<file path="src/rtl/sha_ctrl_pkg.sv">
// Shared types for the SHA load sequencer: timer command codes, FSM states
// and a small helper used to size the word counters.
package sha_ctrl_pkg;

  // Commands understood by the shift-count timer. Any code with bit 2 set
  // freezes the timer; the low bits only tell a waveform reader which phase
  // the hold belongs to.
  typedef enum logic [2:0] {
    CS_CLEAR    = 3'b000,
    CS_MID      = 3'b001,
    CS_REM      = 3'b010,
    CS_HOLD     = 3'b100,
    CS_HOLD_MID = 3'b101,
    CS_HOLD_REM = 3'b110
  } ctrl_cmd_e;

  typedef enum logic [2:0] {
    IDLE,
    LOAD_MID,
    CLR_MID,
    LOAD_REM,
    RUN,
    DONE
  } seq_state_e;

  function automatic int max_int(input int a, input int b);
    return (a > b) ? a : b;
  endfunction

endpackage

</file>
<file path="src/rtl/sha_load_sequencer_if.sv">
// Bundle of every job, word-stream, timer and hash-core signal around the
// sequencer. The sequencer uses the slave view; its surroundings use master.
interface sha_load_sequencer_if
  import sha_ctrl_pkg::*;
#(
  parameter int DATA_W = 32
);
  logic              start;
  logic              abort;
  logic              in_valid;
  logic [DATA_W-1:0] in_data;
  logic              in_ready;
  logic [DATA_W-1:0] shift_data;
  logic              mid_shift_en;
  logic              rem_shift_en;
  ctrl_cmd_e         controller_state;
  logic              midstate_shifts_done;
  logic              remaining_shifts_done;
  logic              core_start;
  logic              core_done;
  logic              job_valid;
  logic              job_ack;
  logic              busy;
  logic              err_timeout;
  logic              err_seq;

  modport master (
    output start, abort, in_valid, in_data, midstate_shifts_done,
           remaining_shifts_done, core_done, job_ack,
    input  in_ready, shift_data, mid_shift_en, rem_shift_en, controller_state,
           core_start, job_valid, busy, err_timeout, err_seq
  );

  modport slave (
    input  start, abort, in_valid, in_data, midstate_shifts_done,
           remaining_shifts_done, core_done, job_ack,
    output in_ready, shift_data, mid_shift_en, rem_shift_en, controller_state,
           core_start, job_valid, busy, err_timeout, err_seq
  );

endinterface

</file>
<file path="src/rtl/stall_watchdog.sv">
// Counts consecutive idle load cycles. limit_hit fires combinationally on
// the tick that would complete STALL_LIMIT idle cycles, so the caller can
// abort in that very cycle. The count saturates instead of wrapping.
module stall_watchdog #(
  parameter int STALL_LIMIT = 64
) (
  input  logic clk,
  input  logic rst,
  input  logic clear,
  input  logic tick,
  output logic limit_hit
);
  localparam int WD_W = $clog2(STALL_LIMIT + 1);
  localparam logic [WD_W-1:0] LAST_IDLE = WD_W'(STALL_LIMIT - 1);
  localparam logic [WD_W-1:0] TOP_IDLE  = WD_W'(STALL_LIMIT);

  logic [WD_W-1:0] count_q;

  // Idle-cycle counter: clear wins over tick, and it never counts past the limit.
  always_ff @(posedge clk or posedge rst) begin
    if (rst) begin
      count_q <= '0;
    end else if (clear) begin
      count_q <= '0;
    end else if (tick && (count_q != TOP_IDLE)) begin
      count_q <= count_q + 1'b1;
    end
  end

  assign limit_hit = tick && (count_q == LAST_IDLE);

endmodule

</file>
<file path="src/rtl/sha_load_sequencer.sv">
// Sequences one hash job: midstate words, a timer clear, remaining words,
// then a hash-core run. A shadow word count cross-checks the external timer
// and a watchdog aborts loads whose input stream stalls for too long.
module sha_load_sequencer
  import sha_ctrl_pkg::*;
#(
  parameter int DATA_W      = 32,
  parameter int MID_WORDS   = 8,
  parameter int REM_WORDS   = 16,
  parameter int STALL_LIMIT = 64
) (
  input logic                clk,
  input logic                rst,
  sha_load_sequencer_if.slave seq_if
);
  localparam int CNT_W = $clog2(max_int(MID_WORDS, REM_WORDS) + 2);
  localparam logic [CNT_W-1:0] MID_N = CNT_W'(MID_WORDS);
  localparam logic [CNT_W-1:0] REM_N = CNT_W'(REM_WORDS);

  seq_state_e       state_q, state_d;
  logic [CNT_W-1:0] shadow_q, shadow_d;
  logic             err_seq_q, err_seq_d;
  logic             core_start_q, core_start_d;

  ctrl_cmd_e        cmd;
  logic             loading, inMid, phaseDone, atLimit;
  logic             inReady, accept, overrun;
  logic             wdTick, wdClear, wdHit;
  logic [CNT_W-1:0] phaseN;
  logic [DATA_W-1:0] passData;

  // Per-cycle load qualifiers: the ready gate, word acceptance, the overrun
  // case where a word beyond the phase length is offered, and watchdog ticks.
  always_comb begin
    loading   = (state_q == LOAD_MID) || (state_q == LOAD_REM);
    inMid     = (state_q == LOAD_MID);
    phaseDone = inMid ? seq_if.midstate_shifts_done : seq_if.remaining_shifts_done;
    phaseN    = inMid ? MID_N : REM_N;
    atLimit   = (shadow_q == phaseN);
    inReady   = loading && !seq_if.abort && !phaseDone && !atLimit;
    accept    = inReady && seq_if.in_valid;
    overrun   = loading && !seq_if.abort && !phaseDone && atLimit && seq_if.in_valid;
    wdTick    = loading && !seq_if.abort && !phaseDone && !seq_if.in_valid;
    wdClear   = !loading || accept;
  end

  stall_watchdog #(
    .STALL_LIMIT(STALL_LIMIT)
  ) u_watchdog (
    .clk      (clk),
    .rst      (rst),
    .clear    (wdClear),
    .tick     (wdTick),
    .limit_hit(wdHit)
  );

  // Next-state logic and timer command; abort beats phase-done, which beats
  // overrun and watchdog expiry.
  always_comb begin
    state_d      = state_q;
    shadow_d     = shadow_q;
    err_seq_d    = err_seq_q;
    core_start_d = 1'b0;
    cmd          = CS_CLEAR;
    case (state_q)
      IDLE: begin
        if (seq_if.start) begin
          state_d   = LOAD_MID;
          shadow_d  = '0;
          err_seq_d = 1'b0;
        end
      end
      LOAD_MID, LOAD_REM: begin
        if (seq_if.abort || phaseDone) begin
          cmd = CS_HOLD;
        end else if (accept) begin
          cmd = inMid ? CS_MID : CS_REM;
        end else begin
          cmd = inMid ? CS_HOLD_MID : CS_HOLD_REM;
        end
        if (seq_if.abort) begin
          state_d = IDLE;
        end else if (phaseDone) begin
          if (atLimit) begin
            state_d      = inMid ? CLR_MID : RUN;
            core_start_d = !inMid;
          end else begin
            err_seq_d = 1'b1;
            state_d   = IDLE;
          end
        end else if (overrun) begin
          err_seq_d = 1'b1;
          state_d   = IDLE;
        end else if (wdHit) begin
          state_d = IDLE;
        end else if (accept) begin
          shadow_d = shadow_q + 1'b1;
        end
      end
      CLR_MID: begin
        shadow_d = '0;
        state_d  = seq_if.abort ? IDLE : LOAD_REM;
      end
      RUN: begin
        if (seq_if.abort) begin
          state_d = IDLE;
        end else if (seq_if.core_done) begin
          state_d = DONE;
        end
      end
      DONE: begin
        cmd = CS_HOLD;
        if (seq_if.abort || seq_if.job_ack) begin
          state_d = IDLE;
        end
      end
      default: begin
        state_d = IDLE;
      end
    endcase
  end

  // State, shadow count, sticky sequence error and the core start pulse.
  always_ff @(posedge clk or posedge rst) begin
    if (rst) begin
      state_q      <= IDLE;
      shadow_q     <= '0;
      err_seq_q    <= 1'b0;
      core_start_q <= 1'b0;
    end else begin
      state_q      <= state_d;
      shadow_q     <= shadow_d;
      err_seq_q    <= err_seq_d;
      core_start_q <= core_start_d;
    end
  end

  assign passData                = seq_if.in_data;
  assign seq_if.shift_data       = passData;
  assign seq_if.in_ready         = inReady;
  assign seq_if.mid_shift_en     = accept && inMid;
  assign seq_if.rem_shift_en     = accept && (state_q == LOAD_REM);
  assign seq_if.controller_state = cmd;
  assign seq_if.core_start       = core_start_q;
  assign seq_if.job_valid        = (state_q == DONE);
  assign seq_if.busy             = (state_q != IDLE);
  assign seq_if.err_timeout      = wdHit;
  assign seq_if.err_seq          = err_seq_q;

endmodule

</file>
<file path="src/flat_wrapper.sv">
// flat-port wrapper written by rule: the top's interface ports become plain ports
module sha_load_sequencer_flat import sha_ctrl_pkg::*;
#(
  parameter int DATA_W      = 32,
  parameter int MID_WORDS   = 8,
  parameter int REM_WORDS   = 16,
  parameter int STALL_LIMIT = 64
)
  (clk, rst, seq_if_start, seq_if_abort, seq_if_in_valid, seq_if_in_data, seq_if_midstate_shifts_done, seq_if_remaining_shifts_done, seq_if_core_done, seq_if_job_ack, seq_if_in_ready, seq_if_shift_data, seq_if_mid_shift_en, seq_if_rem_shift_en, seq_if_controller_state, seq_if_core_start, seq_if_job_valid, seq_if_busy, seq_if_err_timeout, seq_if_err_seq);
  sha_load_sequencer_if #(.DATA_W(DATA_W)) seq_if_i ();
  input logic clk;
  input logic rst;
  input wire logic [$bits(seq_if_i.start)-1:0] seq_if_start;
  input wire logic [$bits(seq_if_i.abort)-1:0] seq_if_abort;
  input wire logic [$bits(seq_if_i.in_valid)-1:0] seq_if_in_valid;
  input wire logic [$bits(seq_if_i.in_data)-1:0] seq_if_in_data;
  input wire logic [$bits(seq_if_i.midstate_shifts_done)-1:0] seq_if_midstate_shifts_done;
  input wire logic [$bits(seq_if_i.remaining_shifts_done)-1:0] seq_if_remaining_shifts_done;
  input wire logic [$bits(seq_if_i.core_done)-1:0] seq_if_core_done;
  input wire logic [$bits(seq_if_i.job_ack)-1:0] seq_if_job_ack;
  output wire logic [$bits(seq_if_i.in_ready)-1:0] seq_if_in_ready;
  output wire logic [$bits(seq_if_i.shift_data)-1:0] seq_if_shift_data;
  output wire logic [$bits(seq_if_i.mid_shift_en)-1:0] seq_if_mid_shift_en;
  output wire logic [$bits(seq_if_i.rem_shift_en)-1:0] seq_if_rem_shift_en;
  output wire logic [$bits(seq_if_i.controller_state)-1:0] seq_if_controller_state;
  output wire logic [$bits(seq_if_i.core_start)-1:0] seq_if_core_start;
  output wire logic [$bits(seq_if_i.job_valid)-1:0] seq_if_job_valid;
  output wire logic [$bits(seq_if_i.busy)-1:0] seq_if_busy;
  output wire logic [$bits(seq_if_i.err_timeout)-1:0] seq_if_err_timeout;
  output wire logic [$bits(seq_if_i.err_seq)-1:0] seq_if_err_seq;
  assign seq_if_i.start = seq_if_start;
  assign seq_if_i.abort = seq_if_abort;
  assign seq_if_i.in_valid = seq_if_in_valid;
  assign seq_if_i.in_data = seq_if_in_data;
  assign seq_if_i.midstate_shifts_done = seq_if_midstate_shifts_done;
  assign seq_if_i.remaining_shifts_done = seq_if_remaining_shifts_done;
  assign seq_if_i.core_done = seq_if_core_done;
  assign seq_if_i.job_ack = seq_if_job_ack;
  assign seq_if_in_ready = seq_if_i.in_ready;
  assign seq_if_shift_data = seq_if_i.shift_data;
  assign seq_if_mid_shift_en = seq_if_i.mid_shift_en;
  assign seq_if_rem_shift_en = seq_if_i.rem_shift_en;
  assign seq_if_controller_state = seq_if_i.controller_state;
  assign seq_if_core_start = seq_if_i.core_start;
  assign seq_if_job_valid = seq_if_i.job_valid;
  assign seq_if_busy = seq_if_i.busy;
  assign seq_if_err_timeout = seq_if_i.err_timeout;
  assign seq_if_err_seq = seq_if_i.err_seq;
  sha_load_sequencer #(.DATA_W(DATA_W), .MID_WORDS(MID_WORDS), .REM_WORDS(REM_WORDS), .STALL_LIMIT(STALL_LIMIT)) u_core (.clk(clk), .rst(rst), .seq_if(seq_if_i));
endmodule
</file>
<file path="config.mk">
export PLATFORM = sky130hd
export DESIGN_NAME = sha_load_sequencer_flat
export DESIGN_NICKNAME = d
export VERILOG_FILES = /design/src/rtl/sha_ctrl_pkg.sv /design/src/rtl/sha_load_sequencer_if.sv /design/src/rtl/stall_watchdog.sv /design/src/rtl/sha_load_sequencer.sv /design/src/flat_wrapper.sv
export SDC_FILE = /design/constraint.sdc
export NUM_CORES = 1
export LEC_CHECK = 0
export ABC_AREA = 1
export CORE_ASPECT_RATIO = 0.9
export CORE_MARGIN = 8
export CORE_UTILIZATION = 41
export DETAILED_ROUTE_END_ITERATION = 10
export GPL_TIMING_DRIVEN = 0
export HOLD_SLACK_MARGIN = 0.08
export PLACE_DENSITY = 0.85
export SKIP_CTS_REPAIR_TIMING = 1
export SLEW_MARGIN = 20
export SYNTH_ARGS = -nofsm -noshare
export SYNTH_HDL_FRONTEND = slang
export SYNTH_SLANG_ARGS = --single-unit
</file>
<file path="constraint.sdc">
create_clock -name clk -period 3.99 [get_ports clk]
set_clock_uncertainty 0.2 [all_clocks]
set_input_delay 0.5985 -clock clk [delete_from_list [all_inputs] [get_ports clk]]
set_output_delay 0.5985 -clock clk [all_outputs]
set_load 0.05 [all_outputs]
</file>
==> flow_metrics.tcl <==
set metrics [dict create \
    root_buffer "sky130_fd_sc_hd__clkbuf_8" \
    route.detailed.vias_per_inst 4.49 \
    grt_start_max_net_pins 18 \
    cts.htree.levels 1 \
    post-layout-total-power_mw 1.01 \
    diode_count 0 \
    setup_tns_ps 0 \
    result_of_the_run "finished, final reports clean" \
    routedWlPerCell_um 12.7 \
    setup_repair_after_global_routing_missed_its_margin "no" \
    tritoncts "done" \
    critical_path_class "in2out" \
    post_route_fraction_of_the_period_consumed_by_the_critical_path_pct 87.0 \
    portBuffers 51 \
    drtAntennaViolNets 0 \
    max_cap_violations 0 \
    syn_inst 202 \
    setup_viol 0 \
    number_of_fill_cells_in_the_layout 307 \
    wl_mm 3.84 \
    row_count 20 \
    synth.lib_cells_used.distinct 29 \
    floorplan.die_area_um2 5770 \
    vdd_drop_max_mv 0.391 \
    synth-seq-cells 17 \
    grt_pass1_vias 1413 \
    tritoncts.num_buffers 3 \
    pwr_density_nw_per_um2 483 \
    first_pass_iters 4 \
    synthArstFlopShare_pct 100 \
    clkSinkCount 17 \
    syn_to_final_growth_pct 41.5 \
    leading_cell_type_in_the_layout_fill_and_taps_excluded "sky130_fd_sc_hd__clkdlybuf4s50_1" \
    required_ps 3190 \
    fmax_ghz 0.288 \
    clock_tree.buffer_depth 2 \
    postSynthAreaPerCell_um2 7.29 \
    sequential_area_um2 425 \
    synth.yosys.seq_area_share_pct 28.9 \
    die_y_um 72.9 \
    grt_pass1_wl_mm 6.49 \
    final-hold-violation-count 0 \
    num_vias 1351 \
    yosysWarnings 0 \
    antenna_found_initial 0 \
    initial_utilization_pct 43.3 \
    dpl.hpwl_mm 3.23 \
    pin_count 84 \
    layout_common_cells "sky130_fd_sc_hd__clkdlybuf4s50_1 (51), sky130_fd_sc_hd__nand2_1 (49), sky130_fd_sc_hd__buf_4 (32), sky130_fd_sc_hd__inv_1 (22), sky130_fd_sc_hd__nor2_1 (18)" \
    clk_pin_slew_worst_paths_ps 70 \
    drv_slew 0 \
    gr-usage-all-layers_pct 14.0 \
    arrival_ps 2670 \
    timing.max_slew.rel_slack_pct 55.2 \
    post_route_cells_drive_above_1_share_pct 21.8 \
    multi_input_area_um2 707 \
    num-nets-final 303 \
    final.min_clock_period_ps 3470 \
    gp_congestion 0.815 \
    drc 0 \
    static-leakage-power_nw 1.04 \
    hp-class "reg2reg" \
    coreArea_um2 3400 \
    syn-num-nets 247 \
    worst-slew-pin-transition_ps 671 \
    fp.dieW_um 79.2 \
    ys.flop_type "sky130_fd_sc_hd__dfrtp_1" \
    global_route.overflow_total 0 \
    clk-insertion-delay-late_ps 260 \
    drt_first_iter_violations 39 \
    critical_path.startpoint_type "input port" \
    worst_setup_path_end_kind "primary output" \
    timing.critical_path.fanout_max 6 \
    syn-cell-area_um2 1470 \
    synth-edff-count 0 \
]
-- power breakdown --
part           switching (mW)  leakage (nW)  internal, mW
sequential             0.0333         0.231         0.201
clock                  0.0643        0.0255        0.0695
combinational           0.427         0.783         0.212
-- registers in the layout, summed over array words and instances, names as in the netlist --
register and cells:
u_core.shadow_q 5, u_core.state_q 3, u_core.seq_if.err_seq 1, u_core.u_watchdog.count_q 7
u_core.seq_if.core_start 1
-- Yosys cell counts (all sizes together) (3+ instances only) --
cell type	instances	area (µm²)
o21ai	5	25.0
dfrtp	17	425
nand2	54	225
buf	32	240
nor2	21	101
nand4	3	18.8
ha	4	50.1
xor2	5	43.8
inv	26	100
nand3	16	108
nor3	3	15.0
or2	5	31.3
-- worst max-delay path, cell delays in order --
cell	delay, ps
sky130_fd_sc_hd__clkdlybuf4s50_1	510
sky130_fd_sc_hd__nor2_4	170
sky130_fd_sc_hd__inv_2	60
sky130_fd_sc_hd__nor2_4	140
sky130_fd_sc_hd__nand3_4	100
sky130_fd_sc_hd__nand2_4	120
sky130_fd_sc_hd__inv_4	60
sky130_fd_sc_hd__or2_1	200
sky130_fd_sc_hd__clkdlybuf4s50_1	700
-- metrics by stage --
stage / instance area, µm² / setup WS [ps] / std cells / hold WS (ps) / util (%)
after floorplan: 1470 / 1030 / 202 / 264 / -
after global placement: 2040 / 540 / 297 / 289 / 59.9
after detailed placement: 2040 / 517 / 297 / 296 / 59.9
after CTS: 2080 / 502 / 301 / 316 / 61.3
after global routing: 2080 / 444 / 301 / 345 / 61.3
final: 2080 / 519 / 301 / 315 / 61.3
-- cells by family after synthesis --
kind of cell / Yosys count / synth area share (%)
flops: 17 / 28.9
buf+inv: 58 / 23.1
fa+ha+maj: 4 / 3.40
xor+xnor: 6 / 3.57
compound gates: 10 / 3.82
simple gates: 107 / 37.2
-- cell type report --
type | count | area share, %
Buffer | 32 | 11.5
Clock buffer | 3 | 1.98
Clock inverter | 1 | 0.240
Inverter | 26 | 4.80
Multi-Input combinational cell | 127 | 33.9
Sequential cell | 17 | 20.4
Tap cell | 44 | 2.64
Timing Repair Buffer | 51 | 24.5
-- path summary, 6_finish.rpt --
| kind | start | endpoint | slack (ps) | depth (start not counted) |
|---|---|---|---|---|
| setup / recovery | seq_if_abort | seq_if_controller_state[2] | 520 | 9 |
| hold / removal | u_core.u_watchdog.count_q[5] | u_core.u_watchdog.count_q[5] | 320 | 2 |
| setup reg to reg | u_core.state_q[1] | u_core.u_watchdog.count_q[3] | 2100 | 8 |
| hold reg to reg | u_core.u_watchdog.count_q[5] | u_core.u_watchdog.count_q[5] | 320 | 2 |
| max in group asynchronous | rst | u_core.state_q[1] | 2630 | 2 |
| min in group asynchronous | rst | u_core.u_watchdog.count_q[1] | 530 | 2 |
-- layer usage --
layer / vias up / wire [µm] / part of all wire, % / track usage (%)
met2: 39 / 1990 / 52 / 25.1
met1: 604 / 1540 / 40 / 15.3
met4: 0 / 53 / 1.4 / 4.93
li1: 704 / - / - / -
met5: - / 0 / 0 / 0
met3: 4 / 250 / 6.5 / 3.94
(Power assumes the default switching activity.)
